$ cat src/rtl/dma_cmd_arbiter_pkg.sv
// Shared definitions for the DMA command arbiter: FSM encoding, DMA opcodes
// and command field positions.
package dma_cmd_arbiter_pkg;

    typedef enum logic [1:0] {
        ST_IDLE  = 2'd0,
        ST_ISSUE = 2'd1,
        ST_BUSY  = 2'd2
    } state_t;

    localparam logic [7:0] DMA_OPCODE  = 8'h03;
    localparam logic [7:0] SUBOP_LOAD  = 8'h01;
    localparam logic [7:0] SUBOP_STORE = 8'h02;

    localparam int unsigned OPCODE_MSB = 127;
    localparam int unsigned OPCODE_LSB = 120;
    localparam int unsigned SUBOP_MSB  = 119;
    localparam int unsigned SUBOP_LSB  = 112;

    function automatic logic [127:0] make_cmd(input logic [7:0]   opcode,
                                              input logic [7:0]   subop,
                                              input logic [111:0] payload);
        logic [127:0] cmd;
        cmd                        = '0;
        cmd[OPCODE_MSB:OPCODE_LSB] = opcode;
        cmd[SUBOP_MSB:SUBOP_LSB]   = subop;
        cmd[SUBOP_LSB-1:0]         = payload;
        return cmd;
    endfunction

endpackage

$ cat src/rtl/dma_cmd_arbiter_rr.sv
// Round-robin picker: first requester at or after ptr+1 (mod NUM_REQ),
// returned as a one-hot grant and a binary index.
module rr_arbiter #(
    parameter int unsigned NUM_REQ = 4,
    parameter int unsigned IDX_W   = 2
) (
    input  logic [NUM_REQ-1:0] req,
    input  logic [IDX_W-1:0]   ptr,
    output logic [NUM_REQ-1:0] grant,
    output logic [IDX_W-1:0]   idx
);

    int unsigned      cand;
    logic [IDX_W-1:0] cand_idx;
    logic             found;

    always_comb begin
        grant    = '0;
        idx      = '0;
        found    = 1'b0;
        cand     = 0;
        cand_idx = '0;
        for (int unsigned i = 1; i <= NUM_REQ; i++) begin
            cand     = (32'(ptr) + i) % NUM_REQ;
            cand_idx = IDX_W'(cand);
            if (!found && req[cand_idx]) begin
                found           = 1'b1;
                grant[cand_idx] = 1'b1;
                idx             = cand_idx;
            end
        end
    end

endmodule

$ cat src/rtl/dma_cmd_arbiter.sv
// Arbitrates per-requester DMA commands onto a single DMA engine, one
// command outstanding at a time, with a watchdog on completion.
module dma_cmd_arbiter
    import dma_cmd_arbiter_pkg::*;
#(
    parameter int unsigned NUM_REQ        = 4,
    parameter int unsigned CMD_WIDTH      = 128,
    parameter int unsigned TIMEOUT_CYCLES = 4096
) (
    input  logic                         clk,
    input  logic                         rst_n,
    input  logic [NUM_REQ*CMD_WIDTH-1:0] req_cmd,
    input  logic [NUM_REQ-1:0]           req_valid,
    output logic [NUM_REQ-1:0]           req_ready,
    output logic [NUM_REQ-1:0]           req_done,
    output logic [CMD_WIDTH-1:0]         dma_cmd,
    output logic                         dma_cmd_valid,
    input  logic                         dma_cmd_ready,
    input  logic                         dma_cmd_done,
    output logic                         busy,
    output logic [$clog2(NUM_REQ)-1:0]   owner,
    output logic                         err_timeout,
    input  logic                         err_clear
);

    localparam int unsigned IDX_W = $clog2(NUM_REQ);
    localparam int unsigned WD_W  = (TIMEOUT_CYCLES > 1) ? $clog2(TIMEOUT_CYCLES) : 1;
    localparam logic [WD_W-1:0] WD_LAST = WD_W'(TIMEOUT_CYCLES - 1);

    state_t             state;
    state_t             state_next;
    logic [IDX_W-1:0]   last_grant;
    logic [IDX_W-1:0]   grant_idx;
    logic [NUM_REQ-1:0] grant;
    logic [WD_W-1:0]    watchdog;
    logic               do_grant;
    logic               do_accept;
    logic               do_done;
    logic               do_expire;

    rr_arbiter #(
        .NUM_REQ (NUM_REQ),
        .IDX_W   (IDX_W)
    ) u_rr (
        .req   (req_valid),
        .ptr   (last_grant),
        .grant (grant),
        .idx   (grant_idx)
    );

    always_ff @(posedge clk or negedge rst_n) begin
        if (!rst_n) begin
            state <= ST_IDLE;
        end else begin
            state <= state_next;
        end
    end

    always_comb begin
        state_next    = state;
        do_grant      = 1'b0;
        do_accept     = 1'b0;
        do_done       = 1'b0;
        do_expire     = 1'b0;
        req_ready     = '0;
        dma_cmd_valid = 1'b0;
        busy          = 1'b1;
        case (state)
            ST_IDLE: begin
                busy      = 1'b0;
                req_ready = grant;
                if (|req_valid) begin
                    do_grant   = 1'b1;
                    state_next = ST_ISSUE;
                end
            end
            ST_ISSUE: begin
                dma_cmd_valid = 1'b1;
                if (dma_cmd_ready) begin
                    do_accept  = 1'b1;
                    state_next = ST_BUSY;
                end
            end
            ST_BUSY: begin
                // Completion takes priority over a same-cycle watchdog expiry.
                if (dma_cmd_done) begin
                    do_done    = 1'b1;
                    state_next = ST_IDLE;
                end else if (watchdog == WD_LAST) begin
                    do_expire  = 1'b1;
                    state_next = ST_IDLE;
                end
            end
            default: begin
                state_next = ST_IDLE;
            end
        endcase
    end

    always_ff @(posedge clk or negedge rst_n) begin
        if (!rst_n) begin
            last_grant  <= IDX_W'(NUM_REQ - 1);
            owner       <= '0;
            dma_cmd     <= '0;
            req_done    <= '0;
            err_timeout <= 1'b0;
            watchdog    <= '0;
        end else begin
            req_done <= '0;
            if (do_grant) begin
                owner   <= grant_idx;
                dma_cmd <= req_cmd[grant_idx*CMD_WIDTH +: CMD_WIDTH];
            end
            if (do_accept) begin
                watchdog <= '0;
            end else if (state == ST_BUSY) begin
                watchdog <= watchdog + 1'b1;
            end
            if (do_done) begin
                req_done[owner] <= 1'b1;
            end
            if (do_done || do_expire) begin
                last_grant <= owner;
            end
            if (do_expire) begin
                err_timeout <= 1'b1;
            end else if (err_clear) begin
                err_timeout <= 1'b0;
            end
        end
    end

endmodule
$ cat config.mk
export PLATFORM = sky130hd
export DESIGN_NAME = dma_cmd_arbiter
export DESIGN_NICKNAME = d
export VERILOG_FILES = /design/src/rtl/dma_cmd_arbiter_pkg.sv /design/src/rtl/dma_cmd_arbiter_rr.sv /design/src/rtl/dma_cmd_arbiter.sv
export SDC_FILE = /design/constraint.sdc
export NUM_CORES = 1
export LEC_CHECK = 0
export CELL_PAD_IN_SITES_DETAIL_PLACEMENT = 1
export CELL_PAD_IN_SITES_GLOBAL_PLACEMENT = 2
export CORE_AREA = 4 4 258 260
export DETAILED_ROUTE_END_ITERATION = 16
export DIE_AREA = 0 0 262 264
export PLACE_DENSITY_LB_ADDON = 0.1
export REMOVE_ABC_BUFFERS = 1
export SETUP_SLACK_MARGIN = 0.1
export SYNTH_ARGS = -nofsm -noshare
export SYNTH_HDL_FRONTEND = slang
export SYNTH_SLANG_ARGS = --single-unit
$ cat constraint.sdc
create_clock -name clk -period 3.3 [get_ports clk]
set_input_delay 0.66 -clock clk [delete_from_list [all_inputs] [get_ports clk]]
set_output_delay 0.66 -clock clk [all_outputs]
set_load 0.05 [all_outputs]
---- Word level (Yosys, flattened, before mapping) ----
Cells that the tools add are included.
cells by class
  $lt $le $gt $ge ......................... 10
  reductions and logical operators ........ 17
  shift operators ......................... 1
  eq/ne operators ......................... 6
  add/sub/neg operators ................... 5
  bitwise operators ....................... 3
  multiplexer cells ....................... 51
operators with widths
  kind                                                                number
  indexed part select 512 x 10 -> 128 bit                             1
  two-way mux 1 bit                                                   25
  two-way mux 12 bit                                                  2
  two-way mux 4 bit                                                   6
  two-way mux 2 bit                                                   8
  < comparator 2 x 3 -> 1 bit (second input constant)                 5
  adder 12 x 1 -> 12 bit (second input constant)                      1
  equality test 12 bit (second input constant)                        1
  bitwise OR 4 bit                                                    3
  demux 1 bit (select 2 bit)                                          5
  greater-or-equal comparator 2 x 1 -> 1 bit (second input constant)  5
  binary-select mux 1 bit (select 2 bit)                              4
  logical AND 1 bit                                                   8
  case mux 2 bit (3 select lines)                                     1
  adder 2 x 1 -> 2 bit (second input constant)                        2
  adder 2 bit (second input constant)                                 2
  != test 2 bit (second input constant)                               2
  nonzero test 2 bit                                                  2
  OR reduction 4 bit                                                  1
  logical NOT 1 bit                                                   3
  != test 3 bit (second input constant)                               1
  AND reduction 3 bit                                                 1
  equality test 2 x 1 -> 1 bit (second input constant)                1
  equality test 2 bit (second input constant)                         1
  other kinds (2)                                                     2
word-level totals
  output and inout port bits .............. 141
  register bits ........................... 151

---- Longest topological paths before layout ----
  word-level depth ........................ 14
  depth in mapped cells ................... 12
  depth with buffers taken out ............ 8

---- Hierarchy ----
From an unflattened synthesis, not the netlist that was laid out.
second synthesis, totals
  cell total of the unflattened synthesis .. 606
  area total of the unflattened synthesis .. 9509.1 um^2
modules (own cells, without submodules)
  module           cells an instance  sequential area each (um^2)  times used  area each (um^2)
  dma_cmd_arbiter  538                3781.1                       1           8963.6
  rr_arbiter       68                 0.0                          1           545.5

---- Worst setup path before layout ----
Ideal clock, no wire load.
  path type ............................... in2out
  start ................................... in req_valid[3]
  end ..................................... out req_ready[0]
  arrival time ............................ 2.636 ns
  cell stages on the path ................. 7
  data required time ...................... 2.640 ns
  setup slack ............................. 0.004 ns
  path buffers ............................ 1
  cells stage by stage .................... clkbuf_1 > or3b_2 > a211oi_1 > a41oi_1 > o21ai_0 > a221oi_1 > nor2_1
on the way
  cells in the longest elaborated chain, start to end .. 13
  elaborated cells on any way between the ends .. 25
  classes of those cells .................. mux (16); bitwise (3); reduce/logical (6)
ends and longest elaborated chain
  element                                  line                      text
  start: declaration                       dma_cmd_arbiter.sv:13     input logic [NUM_REQ-1:0] req_valid,
  binary-select mux 1 bit (select 2 bit)   dma_cmd_arbiter_rr.sv:26  if (!found && req[cand_idx]) begin
  two-way mux 1 bit (implied by the code)  dma_cmd_arbiter_rr.sv:26
  two-way mux 1 bit                        dma_cmd_arbiter_rr.sv:26
  logical NOT 1 bit                        dma_cmd_arbiter_rr.sv:26
  logical AND 1 bit                        dma_cmd_arbiter_rr.sv:26
  two-way mux 1 bit                        dma_cmd_arbiter_rr.sv:26
  logical NOT 1 bit                        dma_cmd_arbiter_rr.sv:26
  logical AND 1 bit                        dma_cmd_arbiter_rr.sv:26
  two-way mux 1 bit                        dma_cmd_arbiter_rr.sv:26
  logical NOT 1 bit                        dma_cmd_arbiter_rr.sv:26
  logical AND 1 bit                        dma_cmd_arbiter_rr.sv:26
  two-way mux 4 bit (*)                    dma_cmd_arbiter_rr.sv:26
  two-way mux 4 bit (*)                    dma_cmd_arbiter.sv:68     case (state)
  end: declaration                         dma_cmd_arbiter.sv:14     output logic [NUM_REQ-1:0] req_ready,
Every way passes the cells marked *; elsewhere a longest branch is shown, timed or not. The select of a mux whose other input is x is not followed.

---- Worst setup path in the final report ----
  start ................................... in req_valid[2]
  end ..................................... out req_ready[3]
Same word-level chain as after synthesis.

==> impl_metrics.csv <==
group,metric,value,unit
setup_path,critPathKind,"in2out",
pwr,seqPwrFrac,16.6,%
sta,finalClockSkew,0.0104,ns
setup_path,worstSetupStartpointType,"input port",
global_routing,grt.total_usage,16.6,%
setup_path,r2r-end,"dma_cmd[16]",
cts,h-tree-depth,4,
sta,period_minus_slack,3.30,ns
flow_run,maxCapViolCount,0,
pwr,ir_drop,0.000472,V
synthesis,ys_ff_latch,151,
floorplanning,die_x,262,um
cts,cts_tree,"built",
global_routing,grt_overflow_total,0,
synthesis,synth_xor_area_share,0,%
setup_path,crit_required,2.64,ns
synthesis,async_reset_ff_share,100,%
pwr,cellPowerDensity,1090,mW/mm^2
sta,worstMarginPinSlew,0.800,ns
synthesis,synthMuxAreaShare,28.2,%
finish,synthToLayoutAreaGrowth,89.4,%
setup_path,end_kind,"output port",
sta,whs,0.162,ns
sta,setup_viol,0,
cts,cts_hold_buf,0,
routing,drc_errors,0,
setup_path,r2r_start,"last_grant[0]",
synthesis,synthCells,866,
finish,drive_gt1_share,8.30,%
run_status,status,"finished clean",
floorplanning,rows,93,
synthesis,synth.top_cells.by_area,"dfrtp_1 39%, mux2i_1 27%, o221ai_1 12%, nand2_1 5.7%, buf_12 4.9%",
worst_hold_path,hp-class,"in2async",
pwr,total_power,19.6,mW
synthesis,yosys_warnings,0,
setup_path,reg2reg_slack,0.23,ns
setup_path,crit_arrival,2.64,ns
routing,drt-total-wl,58800,um
cts,insertion_delay,0.48,ns
synthesis,ys_types,39,
setup_path,rr_worst_depth,12,
setup_path,cp-startpoint,"req_valid[2]",
routing,drtAntennaViolNets,0,
global_routing,grt_first_pass_wirelength,82800,um
synthesis,synth_area,0.00948,sq mm
synthesis,synth_top_area_cell,"dfrtp_1",
synthesis,synth_edf_count,0,
synthesis,synth_top_family_by_area,"multiplexers",
cts,clock-sinks,151,
synthesis,synthAdderAreaFrac,1.19,%
pwr,power.switching,9.71,mW
cts,clkTransAtPathRegs,0.07,ns
setup_path,crit_end,"req_ready[3]",
floorplanning,num_io_pins,662,
synthesis,synth-simple-area-share,8.38,%
place,port_buffers,661,
sta,hold_violations,0,
floorplanning,die_area,0.0692,sq mm
global_routing,grt_pass1_vias,11300,
floorplanning,die_y,264,um
cts,cts_root_buf,"clkbuf_16",
sta,fmax,303,MHz
sta,rsz0062_at_grt,"yes",
floorplanning,core-area,0.0641,sq mm
finish,post-route-util,28.0,%
place,routabilityCongestion,0.775,
synthesis,yosys.area.top_type_share,39.3,%
finish,layout_common_cells,"656 x clkdlybuf4s50_1, 257 x mux2i_1, 149 x dfrtp_1, 143 x nand2_1, 128 x o221ai_1",
place,hpwl,47100,um
finish,fin_nets,2072,
synthesis,synth-compound-area-share,14.5,%
pwr,leakagePower,7.59,nW
routing,vias,10000,
pwr,internal_power,9.84,mW
sta,slew_violations,0,
routing,drt_iter0_drc,294,
routing,drt-wirelength-per-cell,24.3,um
routing,dr.pass1.iters,4,
routing,via_per_inst,4.13,
synthesis,avgSynthCellArea,11.0,sq um
synthesis,ys.flop_type,"dfrtp_1",
finish,final_common_cell,"clkdlybuf4s50_1",
pwr,clock_power_share,11.4,%
cts,clockBufferDepth,2,
cts,numCtsBuffers,17,
setup_path,critPathMaxFanout,7,
sta,fin_tns_setup,0,ns
synthesis,ys_seq_area_share,39.9,%
global_routing,antenna_found_initial,18,
pwr,switching_share,49.7,%
floorplanning,initial_core_util,14.8,%
sta,min_period_over_period,100,%
pwr,power_frac_comb,72.0,%
global_routing,grt_max_degree,82,
sta,relSlewSlack,46.6,%
[sequential cells by signal (all words and copies together), names as in the netlist]
register     cells
dma_cmd        128
watchdog        12
req_done         4
last_grant       2
owner            2
state            2
err_timeout      1
[cells by family (layout without fill, tap and decap cells)]
kind of cell,Yosys count,count (layout)
muxes,263,263
and+or+nand+nor,192,192
AOI/OAI and AO/OA,169,169
DFF,151,151
buffers and inverters,82,771
adders and majority gates,9,9
other,0,10
[cell type report]
type,instances,area (sq um)
clock inverters,12,173
repair buffers,734,7430
clock buffers,20,447
inverters,5,22.5
well taps,855,1070
fillers,7178,46200
multi-input cells,633,5020
flip-flops and latches,151,3780
diodes,10,25.0
[layer usage]
layer / routed length [um] / GRT usage [%] / part of all wire (%)
met1: 21100 / 17.3 / 36
met2: 31600 / 30.5 / 54
met3: 5000 / 6.67 / 8.5
met4: 968 / 4.66 / 1.6
met5: 129 / 0 / 0.22
[worst min-delay path by stage]
stage / startpoint / end / cells after the start
6_report: rst_n / dma_cmd[15] / 1
5_1_grt: rst_n / dma_cmd[69] / 1
4_1_cts: rst_n / dma_cmd[69] / 1
3_5_place_dp: dma_cmd[36] / dma_cmd[36] / 2
3_3_place_gp: dma_cmd[7] / dma_cmd[7] / 2
2_1_floorplan: rst_n / dma_cmd[0] / 0
[stage by stage]
stage	instances	area, sq um	setup WS (ns)
2_1_floorplan	789	8750	-8.33
3_3_place_gp	2370	17200	-0.156
3_5_place_dp	2370	17200	-0.164
4_1_cts	2406	17900	-0.0300
5_1_grt	2419	18000	-0.113
6_report	2420	18000	0.00155
[Yosys cell counts (all sizes together) (3+ instances only)]
cell type,instances
nand3,8
and3,3
a221oi,4
nand4,6
nand2b,3
a22oi,4
o21ai,22
nor3,4
dfrtp,149
buf,28
nand2,143
a21oi,3
ha,9
mux2i,260
o221ai,128
nor2,18
inv,5
clkbuf,47
[critical path, stage by stage]
cell,delay [ns]
clkdlybuf4s50_1,0.43
buf_4,0.17
mux4_2,0.54
nor2b_4,0.19
a22oi_1,0.08
nor2_1,0.12
a221oi_1,0.06
nor2_1,0.20
buf_12,0.17
[power by group through the flow]
| stage | registers [mW] | logic [mW] | clock network [mW] |
|---|---|---|---|
| floorplan | 5.92 | 3.56 | 0 |
| global placement | 3.25 | 14.1 | 0 |
| detailed placement | 3.27 | 14.2 | 0 |
| CTS | 3.26 | 14.4 | 2.36 |
| global route | 3.36 | 15.0 | 2.43 |
| finish | 3.24 | 14.1 | 2.24 |
[what timing repair did]
action                                  4_1_cts  5_1_grt
gates resized for setup                      10        2
hold endpoints to repair                      0        0
buffers inserted                              4        4
pin swaps                                     4        1
endpoints found under the setup margin        4        5
Note: power is estimated with default switching activity, not from simulation.
